$ cat config.mk
export PLATFORM = sky130hd
export DESIGN_NAME = mem_access_sequencer_flat
export DESIGN_NICKNAME = d
export VERILOG_FILES = /design/src/rtl/mem_access_sequencer_if.sv /design/src/rtl/mem_access_sequencer.sv /design/src/flat_wrapper.sv
export SDC_FILE = /design/constraint.sdc
export NUM_CORES = 1
export LEC_CHECK = 0
export BUFFER_PORTS_ARGS = -buffer_cell sky130_fd_sc_hd__buf_2
export CORE_ASPECT_RATIO = 1.1
export CORE_UTILIZATION = 49
export DETAILED_ROUTE_END_ITERATION = 7
export GPL_TIMING_DRIVEN = 0
export PLACE_DENSITY = 0.79
export SLEW_MARGIN = 20
export SYNTH_ARGS = -nofsm -noshare
export SYNTH_HDL_FRONTEND = slang
export SYNTH_SLANG_ARGS = --single-unit
$ cat constraint.sdc
create_clock -name clock -period 1.98 [get_ports clock]
set_input_delay 0.099 -clock clock [delete_from_list [all_inputs] [get_ports clock]]
set_output_delay 0.099 -clock clock [all_outputs]
set_load 0.005 [all_outputs]
$ cat src/rtl/mem_access_sequencer_if.sv
// Request/strobe bundle between the control unit, the memory access sequencer
// and the byte-split memory block (memH/memL).
interface mem_access_sequencer_if;
    logic       fetch_req;
    logic       fetch_ack;
    logic       data_req;
    logic       data_we;
    logic [1:0] data_size;
    logic       data_asel;
    logic       data_ack;
    logic       busy;
    logic       ctrl;
    logic       memRd;
    logic       memWr;
    logic [1:0] I;
    logic       ir_wr;
    logic       mdr_l;
    logic       mdr_h;

    // control-unit side: raises requests, consumes acks and observes strobes
    modport master (
        output fetch_req, data_req, data_we, data_size, data_asel,
        input  fetch_ack, data_ack, busy, ctrl, memRd, memWr, I, ir_wr, mdr_l, mdr_h
    );

    modport slave (
        input  fetch_req, data_req, data_we, data_size, data_asel,
        output fetch_ack, data_ack, busy, ctrl, memRd, memWr, I, ir_wr, mdr_l, mdr_h
    );
endinterface

$ cat src/rtl/mem_access_sequencer.sv
// Arbitrates instruction fetch vs. data load/store and sequences memH/memL strobes.
// MEM_RR_ARB_EN selects strict alternation on contention instead of data priority.
module mem_access_sequencer #(
    parameter int RD_LAT   = 1,
    parameter int MAX_WAIT = 3
) (
    input logic                   clock,
    input logic                   reset,
    mem_access_sequencer_if.slave bus
);
    typedef enum logic [1:0] {IDLE, FETCH, DREAD, DWRITE} state_t;

    state_t     state, state_nxt;
    logic [2:0] rd_cnt;
    logic       rd_last;
    logic [1:0] size_q;
    logic       asel_q;
    logic [1:0] i_q;
    logic       grant_f, grant_d;
    logic       word;

`ifdef MEM_RR_ARB_EN
    logic last_data;

    assign grant_f = (state == IDLE) && bus.fetch_req && (!bus.data_req || last_data);

    always_ff @(posedge clock or posedge reset) begin
        if (reset)        last_data <= 1'b1;
        else if (grant_f) last_data <= 1'b0;
        else if (grant_d) last_data <= 1'b1;
    end
`else
    logic [3:0] starv;

    assign grant_f = (state == IDLE) && bus.fetch_req &&
                     (!bus.data_req || starv == 4'(MAX_WAIT));

    always_ff @(posedge clock or posedge reset) begin
        if (reset)        starv <= 4'd0;
        else if (grant_f) starv <= 4'd0;
        else if (grant_d && bus.fetch_req && starv != 4'(MAX_WAIT))
            starv <= starv + 4'd1;
    end
`endif

    assign grant_d = (state == IDLE) && bus.data_req && !grant_f;
    assign rd_last = (rd_cnt == 3'(RD_LAT - 1));
    assign word    = size_q[1];
    // address select is registered at grant and held through IDLE
    assign bus.I   = i_q;

    always_ff @(posedge clock or posedge reset) begin
        if (reset) begin
            state  <= IDLE;
            rd_cnt <= 3'd0;
            size_q <= 2'b00;
            asel_q <= 1'b0;
            i_q    <= 2'b10;
        end else begin
            state  <= state_nxt;
            rd_cnt <= ((state == FETCH || state == DREAD) && !rd_last) ? rd_cnt + 3'd1 : 3'd0;
            if (grant_f) i_q <= 2'b10;
            if (grant_d) begin
                size_q <= bus.data_size;
                asel_q <= bus.data_asel;
                i_q    <= {1'b0, bus.data_asel};
            end
        end
    end

    always_comb begin
        state_nxt     = state;
        bus.fetch_ack = 1'b0;
        bus.data_ack  = 1'b0;
        bus.ctrl      = 1'b0;
        bus.memRd     = 1'b0;
        bus.memWr     = 1'b0;
        bus.ir_wr     = 1'b0;
        bus.mdr_l     = 1'b0;
        bus.mdr_h     = 1'b0;
        bus.busy      = (state != IDLE);
        case (state)
            IDLE: begin
                if (grant_f)      state_nxt = FETCH;
                else if (grant_d) state_nxt = bus.data_we ? DWRITE : DREAD;
            end
            FETCH: begin
                bus.memRd = 1'b1;
                bus.ctrl  = 1'b1;
                if (rd_last) begin
                    bus.ir_wr     = 1'b1;
                    bus.fetch_ack = 1'b1;
                    state_nxt     = IDLE;
                end
            end
            DREAD: begin
                bus.memRd = 1'b1;
                bus.ctrl  = word;
                if (rd_last) begin
                    // size 00 = low byte, 01 = high byte, 1x = word
                    bus.mdr_l    = word || !size_q[0];
                    bus.mdr_h    = word ||  size_q[0];
                    bus.data_ack = 1'b1;
                    state_nxt    = IDLE;
                end
            end
            DWRITE: begin
                bus.memWr    = 1'b1;
                bus.ctrl     = word;
                bus.data_ack = 1'b1;
                state_nxt    = IDLE;
            end
            default: state_nxt = IDLE;
        endcase
    end

    // asel only matters through i_q; keep the latched copy for visibility
    logic unused_asel;
    assign unused_asel = asel_q;
endmodule

$ cat src/flat_wrapper.sv
// flat-port wrapper written by rule: the top's interface ports become plain ports
module mem_access_sequencer_flat 
#(
    parameter int RD_LAT   = 1,
    parameter int MAX_WAIT = 3
)
  (clock, reset, bus_fetch_req, bus_data_req, bus_data_we, bus_data_size, bus_data_asel, bus_fetch_ack, bus_data_ack, bus_busy, bus_ctrl, bus_memRd, bus_memWr, bus_I, bus_ir_wr, bus_mdr_l, bus_mdr_h);
  mem_access_sequencer_if bus_i ();
  input logic clock;
  input logic reset;
  input wire logic [$bits(bus_i.fetch_req)-1:0] bus_fetch_req;
  input wire logic [$bits(bus_i.data_req)-1:0] bus_data_req;
  input wire logic [$bits(bus_i.data_we)-1:0] bus_data_we;
  input wire logic [$bits(bus_i.data_size)-1:0] bus_data_size;
  input wire logic [$bits(bus_i.data_asel)-1:0] bus_data_asel;
  output wire logic [$bits(bus_i.fetch_ack)-1:0] bus_fetch_ack;
  output wire logic [$bits(bus_i.data_ack)-1:0] bus_data_ack;
  output wire logic [$bits(bus_i.busy)-1:0] bus_busy;
  output wire logic [$bits(bus_i.ctrl)-1:0] bus_ctrl;
  output wire logic [$bits(bus_i.memRd)-1:0] bus_memRd;
  output wire logic [$bits(bus_i.memWr)-1:0] bus_memWr;
  output wire logic [$bits(bus_i.I)-1:0] bus_I;
  output wire logic [$bits(bus_i.ir_wr)-1:0] bus_ir_wr;
  output wire logic [$bits(bus_i.mdr_l)-1:0] bus_mdr_l;
  output wire logic [$bits(bus_i.mdr_h)-1:0] bus_mdr_h;
  assign bus_i.fetch_req = bus_fetch_req;
  assign bus_i.data_req = bus_data_req;
  assign bus_i.data_we = bus_data_we;
  assign bus_i.data_size = bus_data_size;
  assign bus_i.data_asel = bus_data_asel;
  assign bus_fetch_ack = bus_i.fetch_ack;
  assign bus_data_ack = bus_i.data_ack;
  assign bus_busy = bus_i.busy;
  assign bus_ctrl = bus_i.ctrl;
  assign bus_memRd = bus_i.memRd;
  assign bus_memWr = bus_i.memWr;
  assign bus_I = bus_i.I;
  assign bus_ir_wr = bus_i.ir_wr;
  assign bus_mdr_l = bus_i.mdr_l;
  assign bus_mdr_h = bus_i.mdr_h;
  mem_access_sequencer #(.RD_LAT(RD_LAT), .MAX_WAIT(MAX_WAIT)) u_core (.clock(clock), .reset(reset), .bus(bus_i));
endmodule
# --- Yosys cells after proc, flatten, opt, wreduce, memory -nomap -nowiden ---
# Index checks and enable logic that the tools add are counted.
totals:
  latch_bits: 0
  romBits: 0
  ramBits: 0
  out_inout_bits: 11
  mem_count: 0
  reg_bits: 13
classes:
  muxes: 20
  n_mul: 0
  n_addsub: 2
  magnitude_cmp: 0
  bitwise_logic: 0
  n_shift: 0
  eq_ne: 7
  div: 0
  reduce_logical: 23
op_table:
  columns: ["operator", "count"]
  rows:
  - ["2-to-1 mux 2 bit", 5]
  - ["2-to-1 mux 1 bit", 9]
  - ["2-to-1 mux 4 bit", 2]
  - ["logical AND 1 bit", 7]
  - ["one-hot mux 2 bit (3 select lines)", 1]
  - ["nonzero test 2 bit", 3]
  - ["adder 4 x 1 -> 4 bit, second input constant", 1]
  - ["equality test 2 bit, second input constant", 2]
  - ["equality test 4 x 2 -> 1 bit, second input constant", 1]
  - ["zero test 1 bit", 4]
  - ["logical OR 1 bit", 4]
  - ["inequality test 4 x 2 -> 1 bit, second input constant", 1]
  - ["one-hot mux 1 bit (2 select lines)", 2]
  - ["OR reduction 2 bit", 2]
  - ["adder 3 x 1 -> 3 bit, second input constant", 1]
  - ["zero test 3 bit", 1]
  - ["2-to-1 mux 3 bit", 1]
  - ["inequality test 3 x 1 -> 1 bit, second input constant", 1]
  - ["equality test 2 x 1 -> 1 bit, second input constant", 1]
  - ["zero test 2 bit", 1]
  - ["inequality test 2 x 1 -> 1 bit, second input constant", 1]
  - ["AND reduction 2 bit", 1]

# --- Logic depth before layout (Yosys ltp) ---
# Gate-level depths: netlist (run 1).
depth:
  word_depth: 9
  depth_mapped: 5
  depth_no_buf: 5

# --- Least setup slack after synthesis (run 1) ---
# No wires, ideal clock.
synth_timing:
  path_kind: "register to register"
  startpoint: "register u_core.starv[0]"
  endpoint: "register u_core.size_q[0]"
  t_arrival_ns: 1.436
  path_slack_ns: 0.419
  stages_incl_launch_ff: 5
  synth_period_minus_slack_ns: 1.561
  setup_time_ns: 0.125
  path_cell_list: "dfrtp_1 ha_1 or3b_1 o211a_4 mux2_4"
synth_via:
  elab_chain_len: 5
synth_lines:
  columns: ["element", "line_no", "text"]
  rows:
  - ["from (decl)", "mem_access_sequencer.sv:33", "logic [3:0] starv;"]
  - ["from (signal assigned)", "mem_access_sequencer.sv:42", "starv <= starv + 4'd1;"]
  - ["equality test 4 x 2 -> 1 bit", "mem_access_sequencer.sv:36", "(!bus.data_req || starv == 4'(MAX_WAIT));"]
  - ["logical OR 1 bit", "mem_access_sequencer.sv:36", null]
  - ["logical AND 1 bit", "mem_access_sequencer.sv:35", "assign grant_f = (state == IDLE) && bus.fetch_req &&"]
  - ["zero test 1 bit", "mem_access_sequencer.sv:46", "assign grant_d = (state == IDLE) && bus.data_req && !grant_f;"]
  - ["logical AND 1 bit", "mem_access_sequencer.sv:46", null]
  - ["to (signal assigned)", "mem_access_sequencer.sv:64", "size_q <= bus.data_size;"]
  - ["to (decl)", "mem_access_sequencer.sv:16", "logic [1:0] size_q;"]
# No other way between the ends.
# A chain may end at the register's enable or synchronous reset.

# --- Worst setup path after layout (run 1) ---
layout_timing:
  startpoint: "register u_core.state[1]"
  endpoint: "register u_core.starv[3]"
layout_via:
  elab_chain_len: 8
  elab_cells_between_ends: 10
  classes_between: "mux: 1; reduce/logical: 9"
layout_lines:
  columns: ["element", "line_no", "text"]
  rows:
  - ["from (decl)", "mem_access_sequencer.sv:13", "state_t state, state_nxt;"]
  - ["from (signal assigned)", "mem_access_sequencer.sv:60", "state <= state_nxt;"]
  - ["zero test 2 bit *", "mem_access_sequencer.sv:35, mem_access_sequencer.sv:46", null]
  - ["logical AND 1 bit (2 in a row)", "mem_access_sequencer.sv:35", null]
  - ["zero test 1 bit", "mem_access_sequencer.sv:46", null]
  - ["logical AND 1 bit", "mem_access_sequencer.sv:46", null]
  - ["logical AND 1 bit (2 in a row)", "mem_access_sequencer.sv:41", "else if (grant_d && bus.fetch_req && starv != 4'(MAX_WAIT))"]
  - ["nonzero test 2 bit (no line)", null, null]
# Every way passes the cells marked *; elsewhere a longest branch is shown, timed or not.

==> out/metrics.cfg, run 1 <==
[status]
outcome = finished, final reports clean

[power]
p_leak_nw = 0.469
p_sw_mw = 0.398
power_density_nw_per_um2 = 1250
seqPwrFrac = 0.391
clock_power_share = 0.153
p_int_mw = 0.689
peakVddDrop_mv = 0.641
p_sw_frac = 0.366
pwr-share-comb = 0.456

[synthesis]
synth_top_family_by_area = compound AO/OA/AOI/OAI gates
synthSimpleGateAreaFrac = 0.139
synth-main-ff-cell = dfrtp_1
syn_inst = 69
synth_area_sq_um = 722
synth.avg_cell_area_sq_um = 10.5
ys_async_sr_fraction = 1.00
synth_xor_area_frac = 0.0243
yosysWarnings = 0
synth-seq-area-share = 0.452
synthAdderAreaFrac = 0.121
postSynthRegisterBits = 13
synth_compound_area_frac = 0.165
synth_cell_types = 27
syn_nets = 84
synth_enable_flop_cells = 0
muxShareOfSynthArea = 0.0416

[route]
vias_per_cell = 5.22
wl_mm = 1.32
dr.pass1.iters = 4
drtIter0Drc = 2
drc = 0
antenna_left = 0
wl_per_cell_microns = 12.2
num_vias = 564

[clocking]
cts_tree = yes
h-tree-depth = 1
insertion_delay_ps = 280
cts.reportedPaths.clkPinSlew_ps = 80
numCtsBuffers = 3
root_buffer = clkbuf_4
cts_resized = 0
cts_buffer_depth = 2
cts.sinks = 13

[sta]
hold_violations = 0
fin_crit_ps = 1710
max_freq_mhz = 584
worst_slew_pin_slew_ps = 497
maxSlewViolCount = 0
tns_ps = 0
period_share = 0.865
skew_ps = 1.92
max_slew_margin = 0.668
rsz0062_at_grt = false
setup_violations = 0

[finish]
layout_commonest_cell = buf_2
drive_gt1_frac = 0.326
utilization = 0.636
antenna_cells = 0
area_growth_pct = 20.5
layout_common_cells = 18 x buf_2, 12 x dfrtp_1, 9 x inv_1, 8 x nor2_1, 7 x ha_1
layout.nets = 108

[critical_path]
r2r-start = u_core.state[1]
crit_fanout = 7
arrival_ps = 1920
rrSetupSlack_ps = 270
end_kind = flip-flop
crit_type = reg2reg
startpoint = u_core.state[1]
r2r_cells = 5
cp.required_ps = 2190
startpoint_type = flip-flop
endpoint = u_core.starv[3]
reg2reg_to = u_core.starv[3]

[min_path]
hold_path_depth = 2
hold_class = in2reg
hp-start = bus_data_asel

[die]
die_h_microns = 42.3
dieArea_sq_um = 1630
core_area_sq_um = 1370
io-pin-count = 19
start_util = 0.528
die_w_microns = 38.6
placementRows = 14

[global_route]
grt_start_max_net_pins = 14
grt.total_usage = 0.193
overflow = 0
grt_antenna_before_repair = 0
grt_pass1_wl_mm = 2.15
grt_pass1_vias = 518

[place]
gp_congestion = 0.773
portBuffers = 18
hpwl_mm = 1.01

[run]
maxCapViolCount = 0

[how the worst min path moves through the flow]
| stage | slack (ps) | end |
|---|---|---|
| after floorplan | -20 | u_core.bus.I[0] |
| after global placement | 140 | u_core.size_q[0] |
| after detailed placement | 140 | u_core.size_q[1] |
| after CTS | 50 | u_core.bus.I[0] |
| after global routing | 40 | u_core.bus.I[0] |
| final | 50 | u_core.bus.I[0] |
[Yosys cell counts (2+ instances only)]
| cell type | count | share of area |
|---|---|---|
| nand3_1 | 2 | 0.014 |
| a21oi_1 | 3 | 0.021 |
| ha_1 | 7 | 0.12 |
| nand2_1 | 3 | 0.016 |
| o21ai_0 | 3 | 0.021 |
| dfrtp_1 | 12 | 0.42 |
| mux2_4 | 2 | 0.042 |
| a22o_2 | 2 | 0.028 |
| inv_1 | 9 | 0.047 |
| nand2b_1 | 2 | 0.017 |
| nor2_1 | 8 | 0.042 |
[flip-flops by register name (all words and copies together), names as in the netlist]
register / flops
u_core.size_q: 2
u_core.state: 2
u_core.bus.I: 2
u_core.starv: 4
u_core.rd_cnt: 3
[what timing repair did]
action,in CTS,in global routing
buffers inserted,0,0
hold buffers,1,0
endpoints found under the hold margin,12,0
[power groups by stage]
stage	clock network, mW	registers, mW	logic, mW
floorplan	0	0.417	0.331
global placement	0	0.429	0.480
detailed placement	0	0.429	0.496
CTS	0.173	0.425	0.500
global route	0.186	0.435	0.566
finish	0.166	0.424	0.496
[worst max-delay path, cell delays in order, from the launching register on]
cell,delay (ps)
dfrtp_1,430
inv_1,120
ha_1,300
nand2_1,170
or3_2,480
a21oi_1,140
[cell families after synthesis]
group,after synthesis
muxes,2
adders and majority gates,7
AOI/OAI and AO/OA,15
buffers and inverters,10
DFF,13
and+or+nand+nor,20
xor gates and xnor gates,2
[metal layers]
| metal | up-vias | share of wire | GRT usage |
|---|---|---|---|
| li1 | 281 | - | - |
| met2 | 12 | 0.50 | 0.307 |
| met4 | 0 | 0.011 | 0.0552 |
| met5 | - | 0 | 0 |
| met3 | 2 | 0.043 | 0.0798 |
| met1 | 269 | 0.44 | 0.234 |
[layout make-up]
| class | instances | area (sq um) |
|---|---|---|
| Inverter | 9 | 33.8 |
| Clock inverter | 1 | 5.00 |
| Tap cell | 16 | 20.0 |
| Fill cell | 119 | 497 |
| Sequential cell | 13 | 327 |
| Clock buffer | 3 | 22.5 |
| Multi-Input combinational cell | 46 | 354 |
| Timing Repair Buffer | 19 | 100 |
| Buffer | 1 | 7.51 |
[through the flow]
stage | worst slack (ps) | hold slack (ps) | area [sq um] | instances | total power, mW
detailed placement | 279 | 145 | 832 | 103 | 0.925
floorplan | 419 | -24.8 | 722 | 69 | 0.747
CTS | 267 | 45.1 | 870 | 108 | 1.10
global route | 98.5 | 36.5 | 870 | 108 | 1.19
global placement | 315 | 145 | 832 | 103 | 0.909
finish | 267 | 48.3 | 870 | 108 | 1.09
Power figures use the tool's default switching activity.
==> run 2, diff against run 1 <==
- CORE_MARGIN: not set -> 4
- CTS_BUF_LIST: not set -> sky130_fd_sc_hd__clkbuf_16
==> run 2 against run 1 <==
Setup slack better by 1.6 ps. Sequential share of layout area down 2.1 points. Clock-buffer cell count unchanged. Die area up 32%. Worst hold slack better by 48 ps. Largest power group unchanged. Non-clock buffer count unchanged. Total power up 20%. Global-route usage down 4.6 points. Wire length up 5.4%.
==> out/metrics.cfg, run 2 (synthesis gave the netlist of run 1 again) <==
[sta]
setup_violations = 0  ; unchanged
setup_slack_ps = 269  ; was 267 ps
maxSlewViolCount = 0  ; unchanged
max_freq_mhz = 584  ; about the same
tns_ps = 0  ; unchanged
hold_violations = 0  ; unchanged
max_slew_margin = 0.669  ; was 0.668
skew_ps = 1.21  ; was 1.92 ps
fin_crit_ps = 1710  ; about the same
rsz0062_at_grt = false  ; unchanged
period_share = 0.864  ; was 0.865
worst_slew_pin_slew_ps = 496  ; was 497 ps

[global_route]
grt.total_usage = 0.147  ; was 0.193
grt_start_max_net_pins = 14  ; unchanged
use_met1 = 0.187  ; was 0.234
grt_pass1_vias = 528  ; was 518
met2_usage = 0.246  ; was 0.307
grt_antenna_before_repair = 0  ; unchanged
grt_pass1_wl_mm = 2.31  ; was 2.15 mm
grt_util_met3 = 0.0443  ; was 0.0798
grt_busiest_layer = met2  ; unchanged
overflow = 0  ; unchanged

[status]
outcome = finished, final reports clean  ; unchanged

[finish]
antenna_cells = 0  ; unchanged
layout.nets = 108  ; unchanged
largest-register = u_core.starv  ; unchanged
layout_common_cells = 18 x buf_2, 12 x dfrtp_1, 9 x inv_1, 8 x nor2_1, 7 x ha_1  ; unchanged
layout_commonest_cell = buf_2  ; unchanged
final_cell_area_sq_um = 922  ; was 870 sq um
drive_gt1_frac = 0.326  ; unchanged
largest_reg_flops = 4  ; unchanged
area_growth_pct = 27.7  ; was 20.5%
finalNonFillerCells = 108  ; unchanged
n_fill_cell = 120  ; was 119
reg_top3 = u_core.starv: 4 flops, u_core.rd_cnt: 3 flops  ; unchanged
multi_input_area_sq_um = 354  ; unchanged
area.sequential_sq_um = 327  ; unchanged

[route]
wl_per_cell_microns = 12.9  ; was 12.2 microns
dr.pass1.iters = 4  ; unchanged
drc = 0  ; unchanged
num_vias = 556  ; was 564
vias_per_cell = 5.15  ; was 5.22
antenna_left = 0  ; unchanged
wl_mm = 1.39  ; was 1.32 mm
drtIter0Drc = 6  ; was 2

[place]
portBuffers = 18  ; unchanged
gp_congestion = 0.737  ; was 0.773
placed_cells = 103  ; unchanged
place_ws_ps = 287  ; was 279 ps
hpwl_mm = 1.05  ; was 1.01 mm
dpl_cell_area_sq_um = 832  ; unchanged

[run]
maxCapViolCount = 0  ; unchanged

[clocking]
h-tree-depth = 1  ; unchanged
cts_tree = yes  ; unchanged
root_buffer = clkbuf_16  ; was clkbuf_4
cts_buffer_depth = 2  ; unchanged
cts_resized = 0  ; unchanged
insertion_delay_ps = 240  ; was 280 ps
cts.reportedPaths.clkPinSlew_ps = 40  ; was 80 ps
numCtsBuffers = 3  ; unchanged
cts.sinks = 13  ; unchanged

[power]
clock_power_share = 0.286  ; was 0.153
peakVddDrop_mv = 0.711  ; was 0.641 mV
seqPwrFrac = 0.328  ; was 0.391
pwr-share-comb = 0.386  ; was 0.456
p_sw_frac = 0.320  ; was 0.366
p_int_mw = 0.884  ; was 0.689 mW
power_density_nw_per_um2 = 1410  ; was 1250 nW/um^2
p_sw_mw = 0.416  ; was 0.398 mW
p_leak_nw = 0.492  ; was 0.469 nW

[critical_path]
startpoint_type = flip-flop  ; unchanged
arrival_ps = 1880  ; was 1920 ps
end_kind = flip-flop  ; unchanged
cp.required_ps = 2150  ; was 2190 ps
crit_type = reg2reg  ; unchanged
crit_fanout = 7  ; unchanged

[die]
io-pin-count = 19  ; unchanged
die_w_microns = 44.6  ; was 38.6 microns
die_h_microns = 48.3  ; was 42.3 microns
start_util = 0.522  ; was 0.528
dieArea_sq_um = 2150  ; was 1630 sq um
placementRows = 14  ; unchanged
core_area_sq_um = 1380  ; was 1370 sq um

[min_path]
hold_class = in2reg  ; unchanged

-- run 2: cell counts in the layout (fill, tap and decap cells not counted) --
No cell type changed its count.
-- run 2: power by group through the flow --
stage	combinational, mW	clock (mW)	sequential, mW
2_1_floorplan	0.331	0	0.417
3_3_place_gp	0.486	0	0.425
3_5_place_dp	0.499	0	0.430
4_1_cts	0.508	0.381	0.428
5_1_grt	0.558	0.398	0.441
6_report	0.502	0.372	0.427
-- run 2: final timing paths --
check / startpoint / endpoint / slack (ps) / cells after the start
setup / recovery: u_core.state[1] / u_core.starv[3] / 270 / 5
setup reg to reg: u_core.state[1] / u_core.starv[3] / 270 / 5
min in group asynchronous: reset / u_core.starv[3] / 430 / 3
hold reg to reg: u_core.rd_cnt[0] / u_core.rd_cnt[0] / 480 / 1
hold / removal: bus_data_size[1] / u_core.size_q[1] / 100 / 2
max in group asynchronous: reset / u_core.bus.I[1] / 1200 / 3
-- run 2: worst max-delay path, stage by stage, from the launching register on --
cell	delay, ps
dfrtp_1	410
inv_1	120
ha_1	320
nand2_1	180
or3_2	470
a21oi_1	140
-- run 2: timing repair --
action,CTS,global route
setup buffers,0,0
hold buffers,1,0
endpoints found under the hold margin,12,0
setup endpoints to repair,0,0
-- run 2: area by class of cell --
class,count,share of cell area
Buffer,1,0.00814
Clock buffer,3,0.0814
Clock inverter,1,0.00543
Inverter,9,0.0366
Multi-Input combinational cell,46,0.384
Sequential cell,13,0.354
Tap cell,16,0.0217
Timing Repair Buffer,19,0.109
-- run 2: metrics by stage --
step,power [mW],hold WS (ps),utilization
floorplan,0.747,-24.8,-
global placement,0.911,142,0.601
detailed placement,0.929,155,0.601
global route,1.40,91.0,0.666
finish,1.30,96.6,0.666
CTS,1.32,96.2,0.666
-- run 2: routing by layer --
layer / vias up / wire [microns]
li1: 278 / -
met4: 0 / 7
met2: 16 / 670
met3: 2 / 93
met1: 260 / 618
met5: - / 0
==> run 3, diff against run 2 <==
- ABC_AREA: not set -> 1
- BUFFER_PORTS_ARGS: -buffer_cell sky130_fd_sc_hd__buf_2 -> not set
- CORE_AREA: not set -> 4 4 41 43
- CORE_ASPECT_RATIO: 1.1 -> not set
- CORE_MARGIN: 4 -> not set
- CORE_UTILIZATION: 49 -> not set
- DIE_AREA: not set -> 0 0 45 47
- DONT_BUFFER_PORTS: not set -> 1
- PLACE_DENSITY: 0.79 -> 0.76
==> run 3 against run 2 <==
Maximum frequency is 18% higher. Critical path depth rose by 3. Clock-buffer cell count unchanged. Flip-flop and latch count unchanged. Synthesized area increased by 3.6%. Critical endpoint is now u_core.size_q[0].
==> out/metrics.cfg, run 3 <==
[synthesis]
synth_cell_types = 17  ; was 27
synth-main-ff-cell = dfrtp_1  ; unchanged
syn_inst = 94  ; was 69
synth.avg_cell_area_sq_um = 7.96  ; was 10.5 sq um
yosysTopAreaCell = dfrtp_1  ; unchanged
synth-seq-area-share = 0.436  ; was 0.452
synthTopCellsByCount = 27 x nand2_1, 12 x dfrtp_1, 12 x inv_1  ; was 12 x dfrtp_1, 9 x inv_1, 8 x nor2_1
synth_enable_flop_cells = 0  ; unchanged
yosysMostFrequentCell = nand2_1  ; was dfrtp_1
ys_async_sr_fraction = 1.00  ; unchanged
synth_area_leaders = dfrtp_1 40%, nand2_1 14%, ha_1 12%  ; was dfrtp_1 42%, ha_1 12%, inv_1 4.7%
synth_top_cell_area_share = 0.401  ; was 0.416
postSynthRegisterBits = 13  ; unchanged
syn_nets = 109  ; was 84
yosysWarnings = 0  ; unchanged
synth_area_sq_um = 748  ; was 722 sq um

[clocking]
cts.reportedPaths.clkPinSlew_ps = 40  ; about the same
cts_resized = 0  ; unchanged
insertion_delay_ps = 240  ; about the same
cts_tree = yes  ; unchanged
cts.sinks = 13  ; unchanged
h-tree-depth = 1  ; unchanged
cts_buffer_depth = 2  ; unchanged
cts_hold_buf = 1  ; unchanged
root_buffer = clkbuf_16  ; unchanged
cts_setup_buffers = 0  ; unchanged
numCtsBuffers = 3  ; unchanged

[die]
core_area_sq_um = 1300  ; was 1380 sq um
die_h_microns = 47  ; was 48.3 microns
io-pin-count = 19  ; unchanged
die_w_microns = 45  ; was 44.6 microns
dieArea_sq_um = 2120  ; was 2150 sq um
start_util = 0.575  ; was 0.522
placementRows = 13  ; was 14

[power]
power_density_nw_per_um2 = 1390  ; was 1410 nW/um^2
p_leak_nw = 0.473  ; was 0.492 nW
p_total_mw = 1.19  ; was 1.30 mW
peakVddDrop_mv = 1.00  ; was 0.711 mV

[sta]
rsz0062_at_grt = false  ; unchanged
skew_ps = 0.733  ; was 1.21 ps
max_slew_margin = 0.676  ; was 0.669
maxSlewViolCount = 0  ; unchanged
hold_violations = 0  ; unchanged
worst_slew_pin_slew_ps = 485  ; was 496 ps
setup_slack_ps = 535  ; was 269 ps
tns_ps = 0  ; unchanged
max_freq_mhz = 692  ; was 584 MHz
whs_ps = 8.76  ; was 96.6 ps
period_share = 0.730  ; was 0.864
setup_violations = 0  ; unchanged
fin_crit_ps = 1450  ; was 1710 ps

[critical_path]
arrival_ps = 1570  ; was 1880 ps
cp_slowest_cell = dfrtp_1  ; was or3_2
end_kind = flip-flop  ; unchanged
path_common_cell = nand2_1
path_buf_inv = 2  ; was 1
r2r-start = u_core.state[0]  ; was u_core.state[1]
startpoint = u_core.state[0]  ; was u_core.state[1]
cp.required_ps = 2110  ; was 2150 ps
crit_fanout = 8  ; was 7
path_delay_family = simple AND/OR/NAND/NOR gates  ; unchanged
cp_cell_sequence = inv_1 -> ha_1 -> nand2_4 -> clkinv_4 -> nand2_4 -> nand2_1 -> nand2_1 -> nand2_1  ; was inv_1 -> ha_1 -> nand2_1 -> or3_2 -> a21oi_1
slowest_delay_ps = 390  ; was 470 ps
crit_type = reg2reg  ; unchanged
startpoint_type = flip-flop  ; unchanged

[finish]
antenna_cells = 0  ; unchanged
layout_commonest_cell = nand2_1  ; was buf_2
area_growth_pct = 14.4  ; was 27.7%
largest-register = u_core.starv  ; unchanged
multi_input_area_sq_um = 353  ; was 354 sq um
area.sequential_sq_um = 327  ; unchanged
reg_top3 = u_core.starv: 4 flops, u_core.rd_cnt: 3 flops  ; unchanged
largest_reg_flops = 4  ; unchanged
layout_common_cells = 27 x nand2_1, 13 x inv_1, 12 x dfrtp_1, 11 x nor2_1, 9 x nand3_1  ; was 18 x buf_2, 12 x dfrtp_1, 9 x inv_1, 8 x nor2_1, 7 x ha_1
n_fill_cell = 107  ; was 120
final_cell_area_sq_um = 856  ; was 922 sq um
layout.nets = 115  ; was 108
drive_gt1_frac = 0.121  ; was 0.326

[global_route]
grt.total_usage = 0.145  ; was 0.147
grt_util_met3 = 0.0421  ; was 0.0443
grt_busiest_layer = met2  ; unchanged
grt_antenna_before_repair = 0  ; unchanged
met2_usage = 0.234  ; was 0.246
grt_pass1_vias = 503  ; was 528
overflow = 0  ; unchanged
grt_start_max_net_pins = 14  ; unchanged
use_met1 = 0.157  ; was 0.187
grt_pass1_wl_mm = 2.08  ; was 2.31 mm

[route]
drtIter0Drc = 8  ; was 6
num_vias = 574  ; was 556
dr.pass1.iters = 4  ; unchanged
antenna_left = 0  ; unchanged
wl_mm = 1.24  ; was 1.39 mm
vias_per_cell = 5.04  ; was 5.15
wl_per_cell_microns = 10.9  ; was 12.9 microns
drc = 0  ; unchanged

[status]
outcome = finished, final reports clean  ; unchanged

[run]
maxCapViolCount = 0  ; unchanged

[min_path]
hp-start = bus_data_size[1]  ; unchanged
hold_class = in2reg  ; unchanged

[place]
gp_congestion = 0.731  ; was 0.737
hpwl_microns = 954  ; was 1.05 mm
portBuffers = 0  ; was 18
place_ws_ps = 577  ; was 287 ps
dpl_cell_area_sq_um = 767  ; was 832 sq um

-- run 3: logic make-up (layout without fill, tap and decap cells) --
family,Yosys count,in the layout,share of synthesized area
AOI/OAI and AO/OA,5,5,0.0334
and+or+nand+nor,51,51,0.298
xor gates and xnor gates,2,2,0.0234
adders and majority gates,7,7,0.117
buffers and inverters,16,21,0.0920
DFF,13,13,0.436
-- run 3: per-layer routing --
metal	part of all wire	wire, microns
met4	0.033	41
met3	0.10	125
met5	0	0
met2	0.47	578
met1	0.40	494
-- run 3: stage by stage --
stage | util | std cells
2_1_floorplan | - | 94
3_3_place_gp | 0.589 | 109
3_5_place_dp | 0.589 | 109
4_1_cts | 0.658 | 114
5_1_grt | 0.658 | 114
6_report | 0.658 | 114
-- run 3: layout make-up --
type,count,area share
Multi-Input combinational cell,65,0.412
Sequential cell,13,0.382
Clock buffer,3,0.0877
Inverter,15,0.0716
Tap cell,15,0.0219
Timing Repair Buffer,1,0.0117
Buffer,1,0.00877
Clock inverter,1,0.00439
-- run 3: final timing paths --
kind / to / slack [ps] / depth (start not counted)
setup / recovery: u_core.size_q[0] / 530 / 8
hold / removal: u_core.size_q[1] / 9 / 2
setup reg to reg: u_core.size_q[0] / 530 / 8
hold reg to reg: u_core.rd_cnt[0] / 480 / 1
max in group asynchronous: u_core.bus.I[1] / 1310 / 2
min in group asynchronous: u_core.starv[0] / 330 / 2
-- run 3: power by group --
part           switching, mW  internal [mW]  leakage, nW  total [mW]
Clock                 0.0980          0.265       0.0423       0.363
Combinational          0.245          0.147        0.261       0.392
Sequential            0.0794          0.356        0.169       0.435
